===== src/rtl/alu_ctrl_seq.sv =====
// alu_ctrl_seq: registered ALU-control decoder with multi-cycle sequencing.
// Decodes ALUOp/Funct7/Funct3 into an OP_W-bit operation code. When the
// optional muldiv unit is enabled, MUL*/DIV*/REM* start a latency counter
// and hold stall high until the result is ready.
// Optional feature macro: ALU_CTRL_SEQ_MULDIV_EN (M extension decode plus
// the MUL/DIV/DONE sequencing states). Undefined: single-cycle only.
module alu_ctrl_seq #(
    parameter int OP_W       = 5,
    parameter int MUL_CYCLES = 4,
    parameter int DIV_CYCLES = 33
) (
    input  logic            clk,
    input  logic            rst_n,
    input  logic            flush,
    input  logic            in_valid,
    output logic            in_ready,
    input  logic [1:0]      ALUOp,
    input  logic [6:0]      Funct7,
    input  logic [2:0]      Funct3,
    output logic [OP_W-1:0] Operation,
    output logic            op_valid,
    output logic            stall,
    output logic            done,
    output logic            illegal
);

`ifdef ALU_CTRL_SEQ_MULDIV_EN
    localparam logic MULDIV_EN = 1'b1;
`else
    localparam logic MULDIV_EN = 1'b0;
`endif

    localparam int MAX_CYC = (MUL_CYCLES > DIV_CYCLES) ? MUL_CYCLES : DIV_CYCLES;
    localparam int CNT_W   = $clog2(MAX_CYC);

    typedef enum logic [1:0] {
        ST_IDLE = 2'b00,
        ST_MUL  = 2'b01,
        ST_DIV  = 2'b10,
        ST_DONE = 2'b11
    } state_t;

    state_t            state_q, state_d;
    logic [CNT_W-1:0]  count_q, count_d;
    logic [OP_W-1:0]   op_q, op_d;
    logic              illegal_q, illegal_d;
    logic              op_valid_q, op_valid_d;
    logic              stall_q, stall_d;
    logic              done_q, done_d;

    logic [4:0]        dec_op_s;
    logic              dec_ill_s;
    logic              dec_mul_s;
    logic              dec_div_s;
    logic              ready_s;
    logic              accept_s;

    // Instruction decode: funct fields to operation code, illegal and unit class.
    always_comb begin
        dec_op_s  = 5'b00010;
        dec_ill_s = 1'b0;
        dec_mul_s = 1'b0;
        dec_div_s = 1'b0;
        case (ALUOp)
            2'b00: dec_op_s = 5'b00010;
            2'b01: dec_op_s = 5'b00110;
            2'b10: begin
                case (Funct7)
                    7'b0000000: begin
                        case (Funct3)
                            3'b000:  dec_op_s = 5'b00010;
                            3'b001:  dec_op_s = 5'b00011;
                            3'b010:  dec_op_s = 5'b00111;
                            3'b011:  dec_op_s = 5'b01000;
                            3'b100:  dec_op_s = 5'b01100;
                            3'b101:  dec_op_s = 5'b00100;
                            3'b110:  dec_op_s = 5'b00001;
                            3'b111:  dec_op_s = 5'b00000;
                            default: dec_ill_s = 1'b1;
                        endcase
                    end
                    7'b0100000: begin
                        case (Funct3)
                            3'b000:  dec_op_s = 5'b00110;
                            3'b101:  dec_op_s = 5'b00101;
                            default: dec_ill_s = 1'b1;
                        endcase
                    end
`ifdef ALU_CTRL_SEQ_MULDIV_EN
                    7'b0000001: begin
                        dec_op_s  = {2'b10, Funct3};
                        dec_mul_s = ~Funct3[2];
                        dec_div_s = Funct3[2];
                    end
`endif
                    default: dec_ill_s = 1'b1;
                endcase
            end
            2'b11: begin
                case (Funct3)
                    3'b000:  dec_op_s = 5'b00010;
                    3'b001: begin
                        if (Funct7 == 7'b0000000) begin
                            dec_op_s = 5'b00011;
                        end else begin
                            dec_ill_s = 1'b1;
                        end
                    end
                    3'b010:  dec_op_s = 5'b00111;
                    3'b011:  dec_op_s = 5'b01000;
                    3'b100:  dec_op_s = 5'b01100;
                    3'b101: begin
                        if (Funct7 == 7'b0000000) begin
                            dec_op_s = 5'b00100;
                        end else if (Funct7 == 7'b0100000) begin
                            dec_op_s = 5'b00101;
                        end else begin
                            dec_ill_s = 1'b1;
                        end
                    end
                    3'b110:  dec_op_s = 5'b00001;
                    3'b111:  dec_op_s = 5'b00000;
                    default: dec_ill_s = 1'b1;
                endcase
            end
            default: dec_ill_s = 1'b1;
        endcase
        // An illegal encoding always falls back to ADD and never starts muldiv.
        if (dec_ill_s) begin
            dec_op_s  = 5'b00010;
            dec_mul_s = 1'b0;
            dec_div_s = 1'b0;
        end else begin
            dec_op_s  = dec_op_s;
        end
    end

    assign ready_s  = (state_q == ST_IDLE) || (state_q == ST_DONE);
    assign accept_s = in_valid & ready_s;

    // Next-state, counter and output-register computation.
    always_comb begin
        state_d    = state_q;
        count_d    = count_q;
        op_d       = op_q;
        illegal_d  = illegal_q;
        op_valid_d = 1'b0;
        stall_d    = 1'b0;
        done_d     = 1'b0;
        if (flush) begin
            // Abort: return to idle, drop all status, keep the last op code.
            state_d   = ST_IDLE;
            count_d   = '0;
            illegal_d = 1'b0;
        end else begin
            case (state_q)
                ST_IDLE, ST_DONE: begin
                    if (accept_s) begin
                        op_d       = OP_W'(dec_op_s);
                        illegal_d  = dec_ill_s;
                        op_valid_d = 1'b1;
                        if (MULDIV_EN && dec_mul_s) begin
                            state_d = ST_MUL;
                            count_d = CNT_W'(MUL_CYCLES - 2);
                            stall_d = 1'b1;
                        end else if (MULDIV_EN && dec_div_s) begin
                            state_d = ST_DIV;
                            count_d = CNT_W'(DIV_CYCLES - 2);
                            stall_d = 1'b1;
                        end else begin
                            state_d = ST_IDLE;
                        end
                    end else begin
                        state_d = ST_IDLE;
                    end
                end
                ST_MUL, ST_DIV: begin
                    op_valid_d = 1'b1;
                    if (count_q == '0) begin
                        state_d = ST_DONE;
                        done_d  = 1'b1;
                    end else begin
                        count_d = count_q - CNT_W'(1);
                        stall_d = 1'b1;
                    end
                end
                default: begin
                    state_d = ST_IDLE;
                    count_d = '0;
                end
            endcase
        end
    end

    // State and output registers with synchronous active-low reset.
    always_ff @(posedge clk) begin
        if (!rst_n) begin
            state_q    <= ST_IDLE;
            count_q    <= '0;
            op_q       <= '0;
            illegal_q  <= 1'b0;
            op_valid_q <= 1'b0;
            stall_q    <= 1'b0;
            done_q     <= 1'b0;
        end else begin
            state_q    <= state_d;
            count_q    <= count_d;
            op_q       <= op_d;
            illegal_q  <= illegal_d;
            op_valid_q <= op_valid_d;
            stall_q    <= stall_d;
            done_q     <= done_d;
        end
    end

    // in_ready is gated by rst_n so it is low during the reset cycle itself.
    assign in_ready  = rst_n & ready_s;
    assign Operation = op_q;
    assign op_valid  = op_valid_q;
    assign illegal   = illegal_q;
    assign stall     = stall_q & MULDIV_EN;
    assign done      = done_q & MULDIV_EN;

endmodule


===== config.mk =====
export PLATFORM = sky130hd
export DESIGN_NAME = alu_ctrl_seq
export DESIGN_NICKNAME = d
export VERILOG_FILES = /design/src/rtl/alu_ctrl_seq.sv
export SDC_FILE = /design/constraint.sdc
export NUM_CORES = 1
export LEC_CHECK = 0
export BUFFER_PORTS_ARGS = -buffer_cell sky130_fd_sc_hd__clkbuf_2
export CORE_MARGIN = 4
export CORE_UTILIZATION = 46
export DETAILED_ROUTE_END_ITERATION = 10
export PLACE_DENSITY = 0.76
export SETUP_SLACK_MARGIN = 0.05
export SLEW_MARGIN = 15
export SYNTH_ARGS = -nofsm -noshare
export SYNTH_HDL_FRONTEND = slang
export SYNTH_SLANG_ARGS = --single-unit
export TNS_END_PERCENT = 10

===== constraint.sdc =====
create_clock -name clk -period 1.7 [get_ports clk]
set_input_delay 0.085 -clock clk [delete_from_list [all_inputs] [get_ports clk]]
set_output_delay 0.085 -clock clk [all_outputs]
set_load 0.05 [all_outputs]

* After elaboration in Yosys (flattened, before gate mapping) *
Memory sizes are Yosys's and may differ from the RTL's.
Index checks and enable logic that the tools add are counted.

storage, ports and cells
  logic and storage cells = 59
  RAM bits = 0
  bits in registers = 15
  input port bits = 16
  bits in latches = 0
  memories = 1
  memory bits (read-only) = 32

memory list
  name              depth  width  read ports  clocked after memory_dff  wr ports  line  RTL
  (name not given)  8      4      1           0                         0         70    case (Funct3)

operators by class
  equal/unequal tests = 15
  order comparisons = 0
  $add $sub $neg = 1
  multipliers = 0
  bitwise operators = 5
  mux-type cells = 19
  shifts and indexed selects = 0
  divide/modulo/power cells = 0
  reduce and logical (&&, ||, !) cells = 13

operator list
  kind                   number
  $pmux W5 S8            1
  $pmux W5 S4            1
  $eq A3 B3 Y1 const B   4
  $pmux W5 S2            1
  $eq A2 B2 Y1 const B   4
  $pmux W1 S2            4
  $reduce_or A2 Y1       4
  $eq A7 B6 Y1 const B   1
  $logic_not A7 Y1       1
  $eq A3 B2 Y1 const B   2
  $logic_not A6 Y1       1
  $mux W1                6
  $mux W3                2
  $pmux W3 S2            1
  $sub A6 B1 Y6 const B  1
  $mux W5                1
  $eq A2 B1 Y1 const B   2
  $logic_not A2 Y1       2
  $pmux W2 S2            1
  $reduce_and A2 Y1      2
  $eq A3 B1 Y1 const B   1
  $logic_not A3 Y1       1
  $not A1 Y1             3
  $reduce_and A3 Y1      1
  4 further kinds        5

* Longest topological paths before layout *
  word-level depth = 6
  gate-level depth with buffers = 7

* Worst setup path before layout *
No wires, ideal clock.

  path type = input -> register
  from = in Funct3[1]
  to = reg op_q[2] (netlist: Operation[2])
  cell stages on the path = 7
  path slack = 0.340 ns
  arrival = 1.241 ns
  path through = inv_1 ha_1 buf_2 a21bo_2 o211ai_2 a31oi_2 o221a_2

on the way
  cells in the longest elaborated chain, start to end = 6
  elaborated cells between the ends (all ways) = 19

ends and longest elaborated chain
  what                                                                   line  RTL
  from (decl)                                                            19    input logic [2:0] Funct3,
  parallel branches: the longest is 5 deep, another holds $mem_v2 Z8 W4  --
  $mux W5 *                                                              129   if (dec_ill_s) begin
  to (signal assigned)                                                   208   op_q <= op_d;
  to (decl)                                                              45    logic [OP_W-1:0] op_q, op_d;

Mark *: on every way between the ends. The select of a mux whose other input is x is not followed.
A chain may end at the register's enable or synchronous reset.

* Worst setup path after layout *
Same ends and word-level chain as after synthesis.

==> results.sh <==
export IMPL_worstReg2RegEnd="Operation[2]$_SDFFE_PN0P_"
export IMPL_postCtsSetupBuffers=0
export IMPL_ir_drop_v=0.000188
export IMPL_hpwl_um=1080
export IMPL_clk_pin_slew_ns=0.04
export IMPL_cts_htree_levels=1
export IMPL_synth_top_area_share=0.185
export IMPL_io_pins=26
export IMPL_drive_above_1_share=0.366
export IMPL_port_buffers=22
export IMPL_rows=13
export IMPL_post_route_util=0.574
export IMPL_path_class="primary input to register"
export IMPL_vias=604
export IMPL_fmax_mhz=749
export IMPL_setup_viol=0
export IMPL_cts_buffers=3
export IMPL_crit_path_max_fanout=9
export IMPL_grt_pass1_wl_um=2070
export IMPL_min_path_type="primary input to register"
export IMPL_cts_resized=0
export IMPL_synth_flop_cell="dfxtp_1"
export IMPL_cts_hold_buf=0
export IMPL_synthesis_instances=74
export IMPL_whs_endpoint="illegal$_SDFFE_PP0P_"
export IMPL_clock_sinks=6
export IMPL_clock_path_buffers=2
export IMPL_area_growth_pct=16.6
export IMPL_dr_pass1_iters=4
export IMPL_grt_max_degree=12
export IMPL_start_util=0.492
export IMPL_antenna_cells=0
export IMPL_gp_congestion=0.776
export IMPL_die_y_um=45.5
export IMPL_maxCapViolCount=0
export IMPL_fin_crit_sh=0.785
export IMPL_grt_overflow_total=0
export IMPL_p_total_w=0.000420
export IMPL_setup_tns_ns=0
export IMPL_netlist_top_cells_area="dfxtp_1, ha_1, buf_4, inv_1, nor2b_1"
export IMPL_cts_tree="built"
export IMPL_synth_edf_count=0
export IMPL_leakage_nw=0.355
export IMPL_drt_wl_total_um=1290
export IMPL_drt_initial_drc_count=15
export IMPL_route_detailed_drc=0
export IMPL_outcome="completed"
export IMPL_synth_seq_cells=6
export IMPL_worst_r2r_path_depth=3
export IMPL_drv_slew=0
export IMPL_cp_required_ns=1.84
export IMPL_design_area_um2=756
export IMPL_core_um2=1320
export IMPL_finalClockSkew_ns=0
export IMPL_reg2reg_from="Operation[2]$_SDFFE_PN0P_"
export IMPL_crit_arrival_ns=1.47
export IMPL_hold_depth=2
export IMPL_clk_latency_ns=0.24
export IMPL_die_w_um=45.5
export IMPL_nFillCells=118
export IMPL_crit_path_end_kind="register"
export IMPL_design_die_area_um2=2070
export IMPL_rsz0062_at_grt="no"
export IMPL_synth_cell_types=39
export IMPL_fin_nets=116
export IMPL_holdWs_ns=0.0337
export IMPL_synth_area_um2=648
export IMPL_routed_via_density=5.59
export IMPL_dpl_instance_area_um2=733
export IMPL_antenna_found_initial=0
export IMPL_period_minus_slack_ns=1.34
export IMPL_detail_route_wl_per_cell_um=11.9
export IMPL_seq_area_frac_synth=0.185
export IMPL_powerDensity_nw_per_um2=555
export IMPL_yosysMostFrequentCell="inv_1"
export IMPL_worstHoldStart="flush"
export IMPL_finalHoldViolCount=0
export IMPL_r2r_slack_ns=0.85
export IMPL_ant_nets=0
export IMPL_synthTopCellsByCount="inv_1, dfxtp_1, buf_4, ha_1, nor2_1"
export IMPL_avgSynthCellArea_um2=8.76
export IMPL_startpoint_type="primary input"
export IMPL_ys_warn_count=0
export IMPL_yosysTopAreaCell="dfxtp_1"
export IMPL_cts_root_buf="clkbuf_4"
export IMPL_grt_pass1_vias=539
export IMPL_grtUsageTotal=0.138
export IMPL_synthArstFlopShare=0
layer usage:
layer | GRT usage | part of all wire
met3 | 0.0158 | 0.064
met5 | 0 | 0
met1 | 0.147 | 0.42
met2 | 0.251 | 0.49
met4 | 0.0877 | 0.025
stage by stage:
step / setup slack, ns / cells
3_5_place_dp: 0.117 / 105
5_1_grt: 0.239 / 108
3_3_place_gp: 0.132 / 105
2_1_floorplan: 0.340 / 76
4_1_cts: 0.370 / 108
6_report: 0.365 / 108
final cells by class:
type,instances,area [µm²],share of cell area
Sequential cell,6,120,0.159
Timing Repair Buffer,22,110,0.146
Multi-Input combinational cell,54,454,0.601
Clock buffer,3,22.5,0.0298
Tap cell,15,18.8,0.0248
Inverter,8,30.0,0.0397
cells in the final DEF, fill, tap and decap left out, types with 2 or more instances in the layout:
cell,netlist,layout
nor2b_1,4,4
dfxtp_1,6,6
clkbuf_2,0,22
nand2_1,2,2
nand4b_1,2,2
a41oi_1,2,2
clkbuf_4,0,3
conb_1,1,3
a21oi_1,2,2
ha_1,5,5
nand2b_1,2,2
a311oi_1,2,2
and2_1,2,2
inv_1,8,8
nor2_1,5,5
cell families after synthesis:
logic type | count (synthesis) | synth area share
fa+ha+maj | 5 | 0.0965
buf+inv | 16 | 0.125
flops | 6 | 0.185
simple gates | 21 | 0.205
xor+xnor | 1 | 0.0135
mux | 3 | 0.0676
other cells | 1 | 0.00579
compound gates | 21 | 0.301
flip-flops by register name (all words and copies together), names as in the netlist:
name,cells
Operation,4
illegal,1
op_valid,1
how the worst max path moves through the flow:
| stage | start | end | cells after the start |
|---|---|---|---|
| floorplan | Funct3[1] | Operation[2]$_SDFFE_PN0P_ | 7 |
| global placement | Funct3[1] | Operation[2]$_SDFFE_PN0P_ | 7 |
| detailed placement | Funct3[1] | Operation[2]$_SDFFE_PN0P_ | 7 |
| CTS | Funct3[1] | Operation[2]$_SDFFE_PN0P_ | 7 |
| global route | Funct3[1] | Operation[2]$_SDFFE_PN0P_ | 7 |
| finish | Funct3[1] | Operation[2]$_SDFFE_PN0P_ | 7 |
power by group:
part | internal (W) | total [W] | switching (W) | leakage (nW)
registers | 0.000145 | 0.000147 | 0.00000163 | 0.0488
logic | 0.0000505 | 0.000144 | 0.0000938 | 0.293
clock network | 0.0000797 | 0.000128 | 0.0000487 | 0.0138
total | 0.000275 | 0.000420 | 0.000144 | 0.355
worst max-delay path, stage by stage:
cell	delay, ns
clkbuf_2	0.13
inv_1	0.06
ha_1	0.28
a21bo_2	0.25
o211ai_2	0.22
a31oi_2	0.16
o221a_2	0.28
Power figures use the tool's default switching activity.
